===== config.mk =====
export PLATFORM = sky130hd
export DESIGN_NAME = wb_trace_fifo
export DESIGN_NICKNAME = d
export VERILOG_FILES = /design/src/rtl/wb_trace_fifo.sv
export SDC_FILE = /design/constraint.sdc
export NUM_CORES = 1
export LEC_CHECK = 0
export CELL_PAD_IN_SITES_DETAIL_PLACEMENT = 0
export CELL_PAD_IN_SITES_GLOBAL_PLACEMENT = 1
export CORE_ASPECT_RATIO = 0.75
export CORE_UTILIZATION = 45
export DETAILED_ROUTE_END_ITERATION = 10
export GPL_TIMING_DRIVEN = 0
export PLACE_DENSITY = 0.65
export SLEW_MARGIN = 10
export SYNTH_ARGS = -nofsm -noshare
export SYNTH_HDL_FRONTEND = slang
export SYNTH_SLANG_ARGS = --single-unit
export TNS_END_PERCENT = 5

===== constraint.sdc =====
create_clock -name Clk -period 4.8 [get_ports Clk]
set_clock_uncertainty 0.15 [all_clocks]
set_input_delay 0.96 -clock Clk [delete_from_list [all_inputs] [get_ports Clk]]
set_output_delay 0.96 -clock Clk [all_outputs]
set_load 0.05 [all_outputs]

===== src/rtl/wb_trace_fifo.sv =====
// wb_trace_fifo: first-word-fall-through FIFO capturing (PC, write-back data) trace pairs.
// Define WB_TRACE_DROP_CNT_EN to add a 16-bit saturating drop counter output (drop_cnt).
module wb_trace_fifo #(
  parameter int DEPTH = 16,
  parameter int AW    = 4
) (
  input  logic          Clk,
  input  logic          Reset,
  input  logic [31:0]   PC_in,
  input  logic [31:0]   WB_WriteData,
  input  logic          WB_Valid,
  input  logic          Freeze,
  input  logic          Flush,
  output logic          out_valid,
  input  logic          out_ready,
  output logic [31:0]   out_pc,
  output logic [31:0]   out_data,
  output logic [AW:0]   count,
  output logic          full,
  output logic          empty,
`ifdef WB_TRACE_DROP_CNT_EN
  output logic          overflow,
  output logic [15:0]   drop_cnt
`else
  output logic          overflow
`endif
);

  localparam logic [AW:0] FULL_COUNT = (AW+1)'(DEPTH);

  logic [63:0]   mem [DEPTH];
  logic [AW-1:0] rd_ptr;
  logic [AW-1:0] wr_ptr;
  logic [AW:0]   count_q;
  logic          attempt;
  logic          push;
  logic          pop;
  logic          drop;

  // A full FIFO still accepts a push when the head leaves in the same cycle.
  assign attempt = WB_Valid & ~Freeze & ~Flush;
  assign pop     = out_valid & out_ready & ~Flush;
  assign push    = attempt & (~full | pop);
  assign drop    = attempt & full & ~pop;

  assign count     = count_q;
  assign empty     = (count_q == '0);
  assign full      = (count_q == FULL_COUNT);
  assign out_valid = ~empty;
  assign {out_pc, out_data} = mem[rd_ptr];

  always_ff @(posedge Clk) begin
    if (push) begin
      mem[wr_ptr] <= {PC_in, WB_WriteData};
    end
  end

  always_ff @(posedge Clk or posedge Reset) begin
    if (Reset) begin
      rd_ptr   <= '0;
      wr_ptr   <= '0;
      count_q  <= '0;
      overflow <= 1'b0;
    end else if (Flush) begin
      rd_ptr   <= '0;
      wr_ptr   <= '0;
      count_q  <= '0;
      overflow <= 1'b0;
    end else begin
      if (push) begin
        wr_ptr <= wr_ptr + 1'b1;
      end
      if (pop) begin
        rd_ptr <= rd_ptr + 1'b1;
      end
      case ({push, pop})
        2'b10:   count_q <= count_q + 1'b1;
        2'b01:   count_q <= count_q - 1'b1;
        default: count_q <= count_q;
      endcase
      if (drop) begin
        overflow <= 1'b1;
      end
    end
  end

`ifdef WB_TRACE_DROP_CNT_EN
  always_ff @(posedge Clk or posedge Reset) begin
    if (Reset) begin
      drop_cnt <= '0;
    end else if (Flush) begin
      drop_cnt <= '0;
    end else if (drop && (drop_cnt != 16'hFFFF)) begin
      drop_cnt <= drop_cnt + 1'b1;
    end
  end
`endif

endmodule


==> flow_summary.json <==
{
  "clock_latency_ps": 650,
  "peakVddDrop_mv": 0.249,
  "hold_buffers": 0,
  "final-hold-violation-count": 0,
  "fin_cells": 3052,
  "viasPerCell": 5.72,
  "startpoint_type": "register",
  "cp_common_cell": "mux4_2",
  "synth-adder-area-share_pct": 0.304,
  "slew_viol_final": 0,
  "synth_top_family_by_area": "multiplexers",
  "placed_cells": 2870,
  "overflow": 0,
  "rsz0062_at_grt": "yes",
  "power_mw": 20.8,
  "synth_cells": 1541,
  "max_stage_delay_ps": 730,
  "cts_sinks": 1038,
  "cap_violations": 0,
  "r2r_cells": 10,
  "cts_buffer_depth": 3,
  "synth_edf_count": 1024,
  "synthMuxAreaShare_pct": 18.4,
  "r2r_slack_ps": 1520,
  "drive_gt1_share_pct": 30.8,
  "num_vias": 17447,
  "syn2layout_area_growth_pct": 18.6,
  "num-nets-final": 1911,
  "root_buffer": "clkbuf_16",
  "worstPathCellList": "buf_2 -> clkbuf_2 -> clkbuf_4 -> mux4_2 -> mux4_2 -> clkdlybuf4s50_1",
  "synth.avg_cell_area_um2": 25.6,
  "multiInputGateArea_mm2": 0.00800,
  "clk_pin_slew_ps": 60,
  "cp_max_fo": 10,
  "first_iter_violations": 1876,
  "slew_headroom_pct": 20.1,
  "cp_slowest_cell": "clkdlybuf4s50_1",
  "crit_required_ps": 3690,
  "grt_pass1_vias": 18363,
  "syn_nets": 1620,
  "start_util_pct": 45.8,
  "cts_buffers": 100,
  "ys_ff_latch": 1038,
  "antenna_found_initial": 5,
  "ys_warn_count": 0,
  "numPortBuffers": 142,
  "n_antenna_cell": 0,
  "crit_path_end": "out_pc[9]",
  "grt_usage_pct": 20.6,
  "rr_endpoint": "count[4]",
  "synth_seq_area_share_pct": 78.7,
  "min_period_ps": 4700,
  "wire_per_inst_um": 29.3,
  "drt-pass1-iter-count": 4,
  "postCtsSetupRepairBufs": 0,
  "die_area_mm2": 0.0890,
  "place_hpwl_um": 55000,
  "crit_type": "reg2out",
  "drc_errors": 0,
  "yosys.area_share.simple_pct": 0.795,
  "async_flop_share_pct": 1.35,
  "htree_levels": 3,
  "fin_crit_sh_pct": 97.9,
  "n_fill_cell": 6446,
  "p_per_area_mw_per_mm2": 444,
  "synth.cell_area_mm2": 0.0395,
  "critPathArrivalTime_ps": 3590,
  "wirelength_um": 89400,
  "cp-startpoint": "rd_ptr[1]",
  "ys_types": 41,
  "core_mm2": 0.0863,
  "worst_pin_slew_ps": 1200,
  "synth_flop_cell": "edfxtp_1",
  "outcome": "finished, final reports clean",
  "r2r-start": "count[0]",
  "hold_ws_ps": 365,
  "gp_congestion": 0.726,
  "synth_compound_area_share_pct": 0.298,
  "end_kind": "output port",
  "grt_pass1_wl_um": 130000,
  "io-pin-count": 143,
  "dieWidth_um": 344,
  "synthXorXnorAreaFrac_pct": 0.133,
  "max_freq_mhz": 213,
  "ant_nets": 0,
  "grt_start_max_net_pins": 39,
  "register_area_mm2": 0.0311,
  "die_h_um": 259,
  "num_rows": 93,
  "hold_class": "reg2reg",
  "cts_tree": "done",
  "setup_viol": 0,
  "leakagePower_nw": 14.4
}
-- cell usage in the layout (no fill, tap or decap), types with 5 or more instances in the layout --
master           instances
dfrtp_1                 14
clkbuf_4                15
nand2_1                  7
dlymetal6s2s_1          13
nor2_4                  12
clkbuf_1                32
buf_6                   25
buf_2                   13
bufinv_16               12
edfxtp_1              1024
inv_1                    8
buf_12                  29
clkdlybuf4s50_1        102
nor2b_1                  5
clkinv_1                24
mux4_2                 320
buf_4                    6
clkbuf_16              101
buf_16                  18
ha_1                     8
nor2_1                  14
dlygate4sd2_1           27
clkinv_2                18
-- power breakdown --
part           switching [mW]  total, mW  internal (mW)
logic                    1.68       2.99           1.31
clock network            3.25       7.78           4.53
registers              0.0280       10.0           10.0
total                    4.96       20.8           15.8
-- sequential cells by signal (all words and copies together) (netlist names) --
| register | cells |
|---|---|
| mem | 1024 |
| count | 5 |
| rd_ptr | 4 |
| wr_ptr | 4 |
| overflow | 1 |
-- timing repair --
item                                   4_1_cts  5_1_grt
gates cloned                                 0        0
endpoints found under the hold margin        0        0
resized for setup                           86       15
setup endpoints to repair                   64       19
pin swaps                                    0        0
-- worst min path at each step --
| stage | startpoint | to | slack [ps] | cells past startpoint |
|---|---|---|---|---|
| finish | overflow | overflow | 370 | 2 |
| global route | overflow | overflow | 430 | 2 |
| CTS | overflow | overflow | 370 | 2 |
| detailed placement | overflow | overflow | 350 | 2 |
| global placement | overflow | overflow | 340 | 2 |
| floorplan | wr_ptr[1] | wr_ptr[1] | 410 | 2 |
-- layout make-up --
class / instances / share of cell area [%]
Buffer: 76 / 1.22
Clock buffer: 123 / 5.64
Inverter: 8 / 0.0641
Sequential cell: 1038 / 66.4
Timing Repair Buffer: 189 / 5.33
Clock inverter: 59 / 1.24
Multi-Input combinational cell: 419 / 17.1
Tap cell: 1140 / 3.05
-- through the flow --
step	setup WS [ps]	cell area, um2	setup TNS (ps)	utilization (%)
final	99.6	46800	0	54.3
after global routing	-6.55	46800	-6.55	54.3
after CTS	-73.9	46800	-110	54.2
after detailed placement	-76.8	43500	-269	50.4
after global placement	-4580	42300	-3881040	49.0
after floorplan	-75.8	39500	-50020	-
-- cell usage after synthesis (2+ instances only) --
library cell	count	share of area, %
a211oi_1	3	0.057
a21oi_1	2	0.025
and3_1	5	0.079
buf_1	8	0.076
buf_2	11	0.14
buf_6	25	0.71
clkbuf_1	32	0.30
dfrtp_1	14	0.89
edfxtp_1	1024	78
ha_1	8	0.25
inv_1	8	0.076
mux2_1	3	0.086
mux2i_1	4	0.10
mux4_2	320	18
nand2_1	7	0.067
nand2b_1	2	0.032
nand3_1	4	0.051
nand3b_1	2	0.038
nor2_1	26	0.25
nor2b_1	5	0.079
o211ai_1	3	0.057
or4_1	2	0.038
xnor2_1	3	0.067
xor2_1	3	0.067
-- kinds of logic after synthesis --
family | after synthesis
multiplexers | 327
flip-flops | 1038
XOR/XNOR | 6
buffers and inverters | 84
AO/OA/AOI/OAI | 15
AND/OR/NAND/NOR | 62
adder cells (fa/ha/maj) | 9
-- per-layer routing --
metal | vias up | track usage (%) | wire, um
met5 | - | 0 | 69
li1 | 7343 | - | -
met2 | 440 | 34.5 | 45300
met1 | 9546 | 29.0 | 38400
met4 | 10 | 4.23 | 1420
met3 | 108 | 3.32 | 4220
-- worst max-delay path: cells and delay by family (launching register included) --
family	cells	cell delay, ps
flip-flops	1	350
multiplexers	2	850
buffers and inverters	4	1720
No activity file was read; power rests on OpenSTA's default activity.
